<file path="src/rtl/alu_arbiter_pkg.sv">
// alu_arbiter_pkg
//   Shared definitions for the ALU arbiter slice. It holds the opcode
//   encodings, the FSM state encodings and the packed response width.
//   alu_arbiter and its sub-modules import it.
package alu_arbiter_pkg;

  localparam int RESP_W = 5;

  typedef enum logic [1:0] {
    OP_ADD = 2'd0,
    OP_SUB = 2'd1,
    OP_CMP = 2'd2,
    OP_AND = 2'd3
  } op_e;

  typedef enum logic [1:0] {
    ST_IDLE = 2'd0,
    ST_EXEC = 2'd1,
    ST_RESP = 2'd2
  } state_e;

endpackage

</file>
<file path="src/rtl/ALU.sv">
// ALU
//   A 4-bit combinational ALU with a separate output group for each
//   operation. Only the group chosen by S is driven with a result; every
//   other group reads zero.
// Ports:
//   A, B      in  4  operands
//   S         in  2  select: 0 add, 1 sub, 2 compare, 3 and
//   SumAdd    out 4  / CarryAdd out 1   : A + B
//   SumSub    out 4  / CarrySub out 1   : A - B, carry = 1 when A >= B
//   Greater, Equal, Less out 1          : magnitude compare
//   OutAnd    out 4                     : A & B
module ALU (
  input  logic [3:0] A,
  input  logic [3:0] B,
  input  logic [1:0] S,
  output logic [3:0] SumAdd,
  output logic       CarryAdd,
  output logic [3:0] SumSub,
  output logic       CarrySub,
  output logic       Greater,
  output logic       Equal,
  output logic       Less,
  output logic [3:0] OutAnd
);

  always_comb begin
    SumAdd   = 4'd0;
    CarryAdd = 1'b0;
    SumSub   = 4'd0;
    CarrySub = 1'b0;
    Greater  = 1'b0;
    Equal    = 1'b0;
    Less     = 1'b0;
    OutAnd   = 4'd0;
    case (S)
      2'd0: {CarryAdd, SumAdd} = {1'b0, A} + {1'b0, B};
      2'd1: begin
        SumSub   = A - B;
        CarrySub = (A >= B);      // no borrow
      end
      2'd2: begin
        Greater = (A > B);
        Equal   = (A == B);
        Less    = (A < B);
      end
      default: OutAnd = A & B;
    endcase
  end

endmodule

</file>
<file path="src/rtl/rr_arb2.sv">
// rr_arb2
//   Combinational two-way grant with a one-bit priority pointer.
//   RR = 1: on contention the pointer wins, then it moves to the loser.
//   RR = 0: on contention requester 0 always wins; the pointer never moves.
// Ports:
//   clk, rst_n   in   clock, asynchronous active-low reset
//   valids       in 2 request valids, bit N = requester N
//   advance      in   the grant is being consumed this cycle
//   grant_valid  out  some requester is granted
//   grant_id     out  which requester is granted
module rr_arb2 #(
  parameter int RR = 1
) (
  input  logic       clk,
  input  logic       rst_n,
  input  logic [1:0] valids,
  input  logic       advance,
  output logic       grant_valid,
  output logic       grant_id
);

  logic prio_q;
  logic prio_d;

  always_comb begin
    grant_valid = |valids;
    if (valids == 2'b11) begin
      grant_id = (RR != 0) ? prio_q : 1'b0;
    end else begin
      grant_id = valids[1];
    end

    prio_d = prio_q;
    // The pointer only moves when both requesters actually competed.
    if ((RR != 0) && advance && (valids == 2'b11)) begin
      prio_d = ~grant_id;
    end
  end

  always_ff @(posedge clk or negedge rst_n) begin
    if (!rst_n) prio_q <= 1'b0;
    else        prio_q <= prio_d;
  end

endmodule

</file>
<file path="src/rtl/alu_arbiter.sv">
// alu_arbiter
//   Shares one 4-bit ALU between two requesters. IDLE grants a request and
//   latches its operands; EXEC drives the ALU for one cycle and captures the
//   packed 5-bit result; RESP holds the result until resp_ready.
//   Optional feature macro: ALU_ARB_CNT_EN adds op_count[7:0], the number of
//   completed responses (wraps at 255).
// Ports:
//   clk, rst_n                     clock, asynchronous active-low reset
//   reqN_valid/ready/op/a/b        requester N handshake and payload
//   resp_valid/ready/id/data       response handshake, owner id, packed result
//   op_count (ALU_ARB_CNT_EN only) completed response count
//   busy                           FSM is not in IDLE
module alu_arbiter
  import alu_arbiter_pkg::*;
#(
  parameter int RR = 1
) (
  input  logic              clk,
  input  logic              rst_n,
  input  logic              req0_valid,
  output logic              req0_ready,
  input  logic [1:0]        req0_op,
  input  logic [3:0]        req0_a,
  input  logic [3:0]        req0_b,
  input  logic              req1_valid,
  output logic              req1_ready,
  input  logic [1:0]        req1_op,
  input  logic [3:0]        req1_a,
  input  logic [3:0]        req1_b,
  output logic              resp_valid,
  input  logic              resp_ready,
  output logic              resp_id,
  output logic [RESP_W-1:0] resp_data,
`ifdef ALU_ARB_CNT_EN
  output logic [7:0]        op_count,
`endif
  output logic              busy
);

  state_e            state_q, state_d;
  op_e               op_q, op_d;
  logic [3:0]        a_q, a_d, b_q, b_d;
  logic              id_q, id_d;
  logic [RESP_W-1:0] resp_data_q, resp_data_d;
  logic [RESP_W-1:0] alu_packed;

  logic grant_valid, grant_id, in_idle;

  logic [3:0] sum_add, sum_sub, out_and;
  logic       carry_add, carry_sub, greater, equal, less;

  assign in_idle = (state_q == ST_IDLE);

  rr_arb2 #(.RR(RR)) u_arb (
    .clk         (clk),
    .rst_n       (rst_n),
    .valids      ({req1_valid, req0_valid}),
    .advance     (in_idle),
    .grant_valid (grant_valid),
    .grant_id    (grant_id)
  );

  ALU u_alu (
    .A        (a_q),
    .B        (b_q),
    .S        (op_q),
    .SumAdd   (sum_add),
    .CarryAdd (carry_add),
    .SumSub   (sum_sub),
    .CarrySub (carry_sub),
    .Greater  (greater),
    .Equal    (equal),
    .Less     (less),
    .OutAnd   (out_and)
  );

  // Pick the output group that belongs to the latched opcode.
  always_comb begin
    case (op_q)
      OP_ADD:  alu_packed = {carry_add, sum_add};
      OP_SUB:  alu_packed = {carry_sub, sum_sub};
      OP_CMP:  alu_packed = {2'b00, greater, equal, less};
      default: alu_packed = {1'b0, out_and};
    endcase
  end

  always_comb begin
    state_d     = state_q;
    op_d        = op_q;
    a_d         = a_q;
    b_d         = b_q;
    id_d        = id_q;
    resp_data_d = resp_data_q;
    case (state_q)
      ST_IDLE: begin
        if (grant_valid) begin
          state_d = ST_EXEC;
          id_d    = grant_id;
          op_d    = grant_id ? op_e'(req1_op) : op_e'(req0_op);
          a_d     = grant_id ? req1_a : req0_a;
          b_d     = grant_id ? req1_b : req0_b;
        end
      end
      ST_EXEC: begin
        resp_data_d = alu_packed;
        state_d     = ST_RESP;
      end
      ST_RESP: begin
        if (resp_ready) state_d = ST_IDLE;
      end
      default: state_d = ST_IDLE;
    endcase
  end

  always_ff @(posedge clk or negedge rst_n) begin
    if (!rst_n) begin
      state_q     <= ST_IDLE;
      op_q        <= OP_ADD;
      a_q         <= 4'd0;
      b_q         <= 4'd0;
      id_q        <= 1'b0;
      resp_data_q <= '0;
    end else begin
      state_q     <= state_d;
      op_q        <= op_d;
      a_q         <= a_d;
      b_q         <= b_d;
      id_q        <= id_d;
      resp_data_q <= resp_data_d;
    end
  end

  // Ready is a pure function of the valids and the state; it never feeds back.
  assign req0_ready = in_idle && grant_valid && !grant_id;
  assign req1_ready = in_idle && grant_valid &&  grant_id;
  assign resp_valid = (state_q == ST_RESP);
  assign resp_id    = id_q;
  assign resp_data  = resp_data_q;
  assign busy       = !in_idle;

`ifdef ALU_ARB_CNT_EN
  logic [7:0] op_count_q, op_count_d;

  always_comb begin
    op_count_d = op_count_q;
    if ((state_q == ST_RESP) && resp_ready) op_count_d = op_count_q + 8'd1;
  end

  always_ff @(posedge clk or negedge rst_n) begin
    if (!rst_n) op_count_q <= 8'd0;
    else        op_count_q <= op_count_d;
  end

  assign op_count = op_count_q;
`endif

endmodule
</file>
<file path="config.mk">
export PLATFORM = sky130hd
export DESIGN_NAME = alu_arbiter
export DESIGN_NICKNAME = d
export VERILOG_FILES = /design/src/rtl/alu_arbiter_pkg.sv /design/src/rtl/ALU.sv /design/src/rtl/rr_arb2.sv /design/src/rtl/alu_arbiter.sv
export SDC_FILE = /design/constraint.sdc
export NUM_CORES = 1
export LEC_CHECK = 0
export CORE_MARGIN = 10
export CORE_UTILIZATION = 45
export DETAILED_ROUTE_END_ITERATION = 6
export DONT_BUFFER_PORTS = 1
export SETUP_SLACK_MARGIN = 0.05
export SLEW_MARGIN = 20
export SYNTH_ARGS = -nofsm -noshare
export SYNTH_HDL_FRONTEND = slang
export SYNTH_SLANG_ARGS = --single-unit
</file>
<file path="constraint.sdc">
create_clock -name clk -period 2.98 [get_ports clk]
set_input_delay 0.745 -clock clk [delete_from_list [all_inputs] [get_ports clk]]
set_output_delay 0.745 -clock clk [all_outputs]
set_load 0.02 [all_outputs]
</file>
## After elaboration in Yosys (flattened, before gate mapping)

Index checks and enable logic that the tools add are counted.

- Register bits after elaboration: 19
- Bits of input ports: 25
- Output and inout port bits: 10
- Logic and storage cells: 41

- $add $sub $neg: 2
- Magnitude comparators: 3
- Equality and inequality tests: 8
- Mux-type cells: 8
- Bitwise logic cells: 2
- Reductions and logical operators: 11

Operator list:

| operator | number |
|---|---|
| $pmux W5 S3 | 1 |
| $mux W4 | 2 |
| $eq A2 B2 Y1 const B | 3 |
| $mux W2 | 3 |
| $pmux W2 S3 | 1 |
| $add A4 B4 Y5 | 1 |
| $and A4 B4 Y4 | 1 |
| $eq A2 B1 Y1 const B | 2 |
| $eq A4 B4 Y1 | 1 |
| $ge A4 B4 Y1 | 1 |
| $gt A4 B4 Y1 | 1 |
| $logic_and A1 B1 Y1 | 4 |
| $logic_not A2 Y1 | 2 |
| $lt A4 B4 Y1 | 1 |
| $reduce_and A2 Y1 | 2 |
| $sub A4 B4 Y4 | 1 |
| $logic_not A1 Y1 | 2 |
| $ne A2 B1 Y1 const B | 1 |
| $ne A2 B2 Y1 const B | 1 |
| $reduce_or A2 Y1 | 1 |
| $mux W1 | 1 |
| $not A1 Y1 | 1 |

## Depth between registers and ports, before layout

Gate-level depths: netlist of run 1.

- Depth in word-level cells: 4
- Gate-level depth with buffers: 8
- Gate-level depth less buffers: 8

## By module

From an unflattened synthesis of run 1, not the netlist that was laid out.

- Cell total of the unflattened synthesis: 141
- Area total of the unflattened synthesis: 1372.6 µm²

By module, submodules not included:

| module | instances | cells an instance | area an instance (µm²) | seq. area each (µm²) |
|---|---|---|---|---|
| alu_arbiter | 1 | 79 | 903.4 | 450.4 |
| ALU | 1 | 56 | 412.9 | 0.0 |
| rr_arb2 | 1 | 6 | 56.3 | 25.0 |

## Worst setup path before layout of run 1

Ideal clock, no wire load.

- Path type: input port to output port
- Start: input req1_valid
- End: output req1_ready
- Arrival time: 1.207 ns
- Data required time: 2.235 ns
- Slack: 1.028 ns
- Stages: 3
- Buffers on the path: 1
- Cells stage by stage: nand2_1 -> a21oi_1 -> buf_2

- Word-level cells in the longest chain between the ends: 3
- Elaborated cells between the ends (all ways): 5
- Classes of those cells: eq/ne: 1; mux: 1; reduce/logical: 3

Ends and longest elaborated chain:

| item | line | text |
|---|---|---|
| from (decl) | alu_arbiter.sv:25 | `input logic req1_valid,` |
| $eq A2 B2 Y1 or $reduce_or A2 Y1 (tied branches) | rr_arb2.sv:27, rr_arb2.sv:26 |  |
| $mux W1 or $logic_and A1 B1 Y1 (tied branches) | rr_arb2.sv:27, alu_arbiter.sv:135 |  |
| $logic_and A1 B1 Y1 (*) | alu_arbiter.sv:135 | `assign req1_ready = in_idle && grant_valid && grant_id;` |
| to (decl) | alu_arbiter.sv:26 | `output logic req1_ready,` |

Every way passes the cells marked *; elsewhere a longest branch is shown, timed or not.

## Worst setup path after layout of run 1

- Start: register state_q[1]
- End: output req1_ready

- Word-level cells in the longest chain between the ends: 3

Ends and longest elaborated chain:

| item | line | text |
|---|---|---|
| from (decl) | alu_arbiter.sv:40 | `state_e state_q, state_d;` |
| from (signal assigned) | alu_arbiter.sv:124 | `state_q <= state_d;` |
| $logic_not A2 Y1 | alu_arbiter.sv:52 | `assign in_idle = (state_q == ST_IDLE);` |
| $logic_and A1 B1 Y1 (2 in series) | alu_arbiter.sv:135 |  |

Every way passes these cells.

==> reports/metrics.csv, run 1 <==
metric,value,unit
run_status,"finished, final reports clean",
htree_levels,1,
die_outline_area,5170,µm²
clock_latency,0.30,ns
reg2reg_from,a_q[2],
asyncSetResetFlopFracSynth,100,%
num_antenna_cells,0,
globalRouteOverflowTotal,0,
initial_core_util,48.1,%
tightestPinTransition,0.643,ns
timing.critical_path.required,2.24,ns
grt_util_all_layers,10.7,%
power.static_leakage,0.601,nW
global_route_wire_length_before_repair,4.45,mm
via_per_inst,5.91,
fin_ws,0.687,ns
final_max_slew_viol_count,0,
layout-area-overhead-vs-synth,3.61,%
ir_drop,690,µV
post_synth_instance_area,1210,µm²
placed_cell_area,1230,µm²
die_x,71.9,µm
final_layout_size_suffix_gt1_share,9.09,%
layout.cells.most_common,sky130_fd_sc_hd__dfrtp_1,
tritoncts,built,
cts.path.max_buffers,2,
synth_cells,121,
max_cap_violations,0,
critical_path.max_fanout,5,
drt.antenna.violating_nets,0,
timing.hold.ws,0.125,ns
worstSetupEndpointType,primary output,
period_needed,2.29,ns
synth_top_flop_cell,sky130_fd_sc_hd__dfrtp_1,
synthDistinctLibCells,40,
detailedPlace.worstSlack,0.939,ns
placementRows,18,
timing.final.crit_share,76.9,%
synthesis.yosys.warnings,0,
maxSlewHeadroom,57.1,%
first_global_vias,943,
synth-edff-count,0,
reg2reg_to,resp_data[3],
final-hold-violation-count,0,
hpwlAfterDp,2.24,mm
cts_post_setup_buffers_inserted,0,
post_cts_hold_buffer_count,0,
crit_arrival,1.55,ns
drt_pre_antenna_iters,4,
design_area,1260,µm²
holdCritPathClass,input port to async pin,
power,1.55,mW
number_of_setup_violations_in_the_final_report,0,
filler_cell_count,246,
chipHeight,71.9,µm
place.detailed.instances,147,
finish.utilization,49.8,%
power-per-cell-area,1230,nW/µm²
number_of_antenna_violations_at_the_first_check_in_global_routing,0,
place_congestion,0.834,
fp.coreArea,2520,µm²
rr_worst_depth,5,
synthesis.nets,156,
synth.yosys.seq_area_share,39.2,%
average_wire_length_per_cell_after_detail_routing,18.0,µm
critPathKind,register to primary output,
fin_cells,151,
cts-root-buf,sky130_fd_sc_hd__clkbuf_4,
num_vias,893,
nNetsFinal,157,
final_sum_of_negative_setup_slack,0,ns
wire_length_reported_by_the_detailed_router,2.71,mm
critical_path.endpoint,req1_ready,
synth-seq-cells,19,
path_clk_slew,0.11,ns
detail_route.iter0.violations,72,
rsz_0062_raised_after_global_routing,no,
startpoint,state_q[1],
skew,0.00259,ns
layout.cells.most_common_list,"19 x sky130_fd_sc_hd__dfrtp_1, 12 x sky130_fd_sc_hd__inv_1, 8 x sky130_fd_sc_hd__ha_1, 7 x sky130_fd_sc_hd__a21o_1",
postCtsResizedCells,0,
grt_start_max_net_pins,20,
remaining_drc_errors,0,
mean_post_synth_cell_area,10.0,µm²
r2r_slack,1.10,ns
cts_num_sinks,19,
port_buffers,0,
cp-start-kind,register,
fmax,436,MHz
cts_inserted_buffers,3,
top_level_ports,35,
worst min-delay path by stage:
| stage | start | to | slack [ns] | cells past startpoint |
|---|---|---|---|---|
| after floorplan | rst_n | a_q[0] | 0.45 | 0 |
| after global placement | rst_n | resp_data[4] | 0.45 | 0 |
| after detailed placement | rst_n | resp_data[4] | 0.45 | 0 |
| after CTS | rst_n | a_q[3] | 0.11 | 0 |
| after global routing | rst_n | a_q[3] | 0.09 | 0 |
| final | rst_n | a_q[3] | 0.13 | 0 |
flip-flops by register name (all words and copies together) (netlist names):
name	flops
state_q	2
u_arb.prio_q	1
resp_data	5
a_q	4
resp_id	1
op_q	2
b_q	4
layout make-up:
class                      instances  area (µm²)  share of cell area [%]
clock buffer                       4        26.3                    2.09
inverter                          12        45.0                    3.59
multi-input combinational         84         657                    52.3
sequential                        19         475                    37.8
tap                               30        37.5                    2.99
timing repair buffer               2        15.0                    1.20
cells in the mapped netlist (3+ instances only):
| cell type | instances | share of area, % |
|---|---|---|
| sky130_fd_sc_hd__nand2_1 | 5 | 1.5 |
| sky130_fd_sc_hd__nor3_1 | 3 | 1.2 |
| sky130_fd_sc_hd__dfrtp_1 | 19 | 39 |
| sky130_fd_sc_hd__a21o_1 | 7 | 4.3 |
| sky130_fd_sc_hd__o2bb2ai_1 | 5 | 3.6 |
| sky130_fd_sc_hd__a221o_1 | 5 | 4.1 |
| sky130_fd_sc_hd__a21oi_1 | 5 | 2.1 |
| sky130_fd_sc_hd__and2_0 | 3 | 1.5 |
| sky130_fd_sc_hd__o21ai_0 | 4 | 1.7 |
| sky130_fd_sc_hd__mux2i_1 | 4 | 3.3 |
| sky130_fd_sc_hd__nor2_1 | 5 | 1.5 |
| sky130_fd_sc_hd__inv_1 | 12 | 3.7 |
| sky130_fd_sc_hd__ha_1 | 8 | 8.3 |
| sky130_fd_sc_hd__buf_2 | 4 | 1.7 |
worst max-delay path, cell delays in order, from the launching register on:
cell and delay (ns):
sky130_fd_sc_hd__dfrtp_1 0.43, sky130_fd_sc_hd__nor2_2 0.23, sky130_fd_sc_hd__nand2_1 0.08, sky130_fd_sc_hd__a21oi_1 0.51
kinds of logic (layout without fill, tap and decap cells):
group                      count (synthesis)  after routing  share of synthesized area, %
AOI/OAI and AO/OA                         37             37                          23.2
and+or+nand+nor                           30             30                          13.7
DFF                                       19             19                          39.2
buffers and inverters                     18             18                          6.60
adders and majority gates                 10             10                          11.6
muxes                                      5              5                          4.23
xor gates and xnor gates                   2              2                          1.45
power breakdown:
group | internal, mW | total [mW] | switching (mW) | leakage, nW
clock network | 0.0521 | 0.132 | 0.0797 | 0.0150
logic | 0.396 | 0.857 | 0.461 | 0.353
registers | 0.384 | 0.562 | 0.178 | 0.233
total | 0.832 | 1.55 | 0.719 | 0.601
layer usage:
layer | up-vias | part of all wire, % | track usage, %
met5 | - | 0 | 0
met4 | 0 | 0.77 | 2.37
met3 | 4 | 9.8 | 6.80
met2 | 27 | 49 | 18.0
met1 | 429 | 40 | 11.1
li1 | 433 | - | -
Power figures use the tool's default switching activity.
==> run 2, diff against run 1 <==
==> constraint.sdc (replaced) <==
create_clock -name clk -period 2.09 [get_ports clk]
set_input_delay 0.5225 -clock clk [delete_from_list [all_inputs] [get_ports clk]]
set_output_delay 0.5225 -clock clk [all_outputs]
set_load 0.02 [all_outputs]
==> reports/metrics.csv, run 2 (same netlist as run 1, synthesis figures left out) <==
metric,value,unit,change
run_status,"finished, final reports clean",,
place.detailed.instances,146,,-0.68%
period_needed,1.87,ns,
wire_length_reported_by_the_detailed_router,2.68,mm,-1.1%
fin_ws,0.222,ns,-0.465 ns
num_antenna_cells,0,,unchanged
remaining_drc_errors,0,,unchanged
tightestPinTransition,0.828,ns,+0.186 ns
cts_inserted_buffers,3,,unchanged
power-per-cell-area,1760,nW/µm²,+43%
place_congestion,0.831,,-0.32%
timing.critical_path.required,2.32,ns,+0.08 ns
cts_num_sinks,19,,unchanged
htree_levels,1,,unchanged
tritoncts,built,,
cts-root-buf,sky130_fd_sc_hd__clkbuf_4,,
drt.antenna.violating_nets,0,,unchanged
maxSlewHeadroom,44.6,%,-13 points
via_per_inst,5.73,,-3.1%
initial_core_util,48.1,%,unchanged
layout-area-overhead-vs-synth,4.33,%,
critPathKind,register to register,,
timing.hold.ws,0.302,ns,+0.177 ns
ir_drop,946,µV,+37%
clock_latency,0.31,ns,about the same
cts_post_setup_buffers_inserted,0,,unchanged
final_sum_of_negative_setup_slack,0,ns,unchanged
grt_util_all_layers,10.4,%,-0.34 points
path_clk_slew,0.11,ns,about the same
chipHeight,71.9,µm,unchanged
max_cap_violations,0,,unchanged
grt_start_max_net_pins,20,,unchanged
fmax,535,MHz,
detail_route.iter0.violations,39,,-46%
layout.cells.most_common,sky130_fd_sc_hd__dfrtp_1,,
worstSetupEndpointType,register,,
critical_path.max_fanout,8,,+3
drt_pre_antenna_iters,4,,unchanged
final-hold-violation-count,0,,unchanged
detailedPlace.worstSlack,0.255,ns,-0.685 ns
final_layout_size_suffix_gt1_share,9.09,%,unchanged
fin_cells,151,,unchanged
num_vias,865,,-3.1%
power.static_leakage,0.601,nW,about the same
layout.cells.most_common_list,"19 x sky130_fd_sc_hd__dfrtp_1, 12 x sky130_fd_sc_hd__inv_1, 8 x sky130_fd_sc_hd__ha_1, 7 x sky130_fd_sc_hd__a21o_1",,
largest_reg_flops,5,,unchanged
hpwlAfterDp,2.15,mm,-4.0%
top_level_ports,35,,unchanged
rsz_0062_raised_after_global_routing,no,,
holdCritPathClass,input port to register,,
nNetsFinal,157,,unchanged
die_outline_area,5170,µm²,unchanged
skew,0.00599,ns,+0.00339 ns
timing.final.crit_share,89.4,%,
cts.path.max_buffers,2,,unchanged
power,2.23,mW,+44%
number_of_antenna_violations_at_the_first_check_in_global_routing,0,,unchanged
port_buffers,0,,unchanged
first_global_vias,938,,-0.53%
cp-start-kind,register,,
number_of_setup_violations_in_the_final_report,0,,unchanged
final_max_slew_viol_count,0,,unchanged
average_wire_length_per_cell_after_detail_routing,17.8,µm,-1.1%
global_route_wire_length_before_repair,4.32,mm,-2.9%
crit_arrival,2.10,ns,+0.55 ns
placementRows,18,,unchanged
fp.coreArea,2520,µm²,unchanged
globalRouteOverflowTotal,0,,unchanged
die_x,71.9,µm,unchanged
==> run 2: cell count changes in the layout (fill, tap and decap cells not counted) <==
cell	change
sky130_fd_sc_hd__and3_1	-1
sky130_fd_sc_hd__and3_2	+1
sky130_fd_sc_hd__buf_4	-1
sky130_fd_sc_hd__dlygate4sd3_1	+1
sky130_fd_sc_hd__nor2_2	-1
sky130_fd_sc_hd__nor2_4	+1
==> run 2: area by class of cell <==
type / instances / area (µm²)
Inverter: 12 / 45.0
Clock buffer: 4 / 26.3
Multi-Input combinational cell: 84 / 663
Fill cell: 249 / 1260
Timing Repair Buffer: 2 / 17.5
Sequential cell: 19 / 475
Tap cell: 30 / 37.5
==> run 2: power by group <==
part | internal (mW) | switching (mW) | leakage, nW
registers | 0.547 | 0.260 | 0.233
logic | 0.567 | 0.666 | 0.353
clock network | 0.0746 | 0.119 | 0.0150
==> run 2: metrics by stage <==
step / instance area (µm²) / utilization (%)
floorplan: 1210 / -
global placement: 1220 / 48.5
detailed placement: 1220 / 48.5
CTS: 1260 / 49.9
global route: 1260 / 50.1
finish: 1260 / 50.1
==> run 2: worst max-delay path, cell delays in order, from the launching register on <==
cell and delay, ns:
sky130_fd_sc_hd__dfrtp_1 0.42, sky130_fd_sc_hd__ha_1 0.44, sky130_fd_sc_hd__nor2_1 0.08, sky130_fd_sc_hd__a221oi_1 0.33
sky130_fd_sc_hd__mux2_2 0.37, sky130_fd_sc_hd__nor3_1 0.16
==> run 2: per-layer routing <==
metal	track usage, %	part of all wire (%)	wire, µm
met5	0	0	0
met4	3.87	1.6	43
met2	17.0	46	1220
met3	5.44	7.8	208
met1	11.2	45	1210
==> run 2: what timing repair did <==
| item | 4_1_cts | 5_1_grt |
|---|---|---|
| setup endpoints to repair | 0 | 2 |
| hold buffers | 1 | 0 |
| resized for setup | 0 | 2 |
| endpoints found under the hold margin | 19 | 0 |
==> run 2: final timing paths <==
path                               from      endpoint  slack [ns]  cells past startpoint
min in group asynchronous         rst_n    state_q[1]        0.74                      1
max in group asynchronous         rst_n        b_q[1]        0.83                      1
setup reg to reg                 a_q[2]  resp_data[3]        0.22                      5
hold / removal               resp_ready    state_q[1]        0.30                      1
hold reg to reg            u_arb.prio_q  u_arb.prio_q        0.51                      1
setup / recovery                 a_q[2]  resp_data[3]        0.22                      5
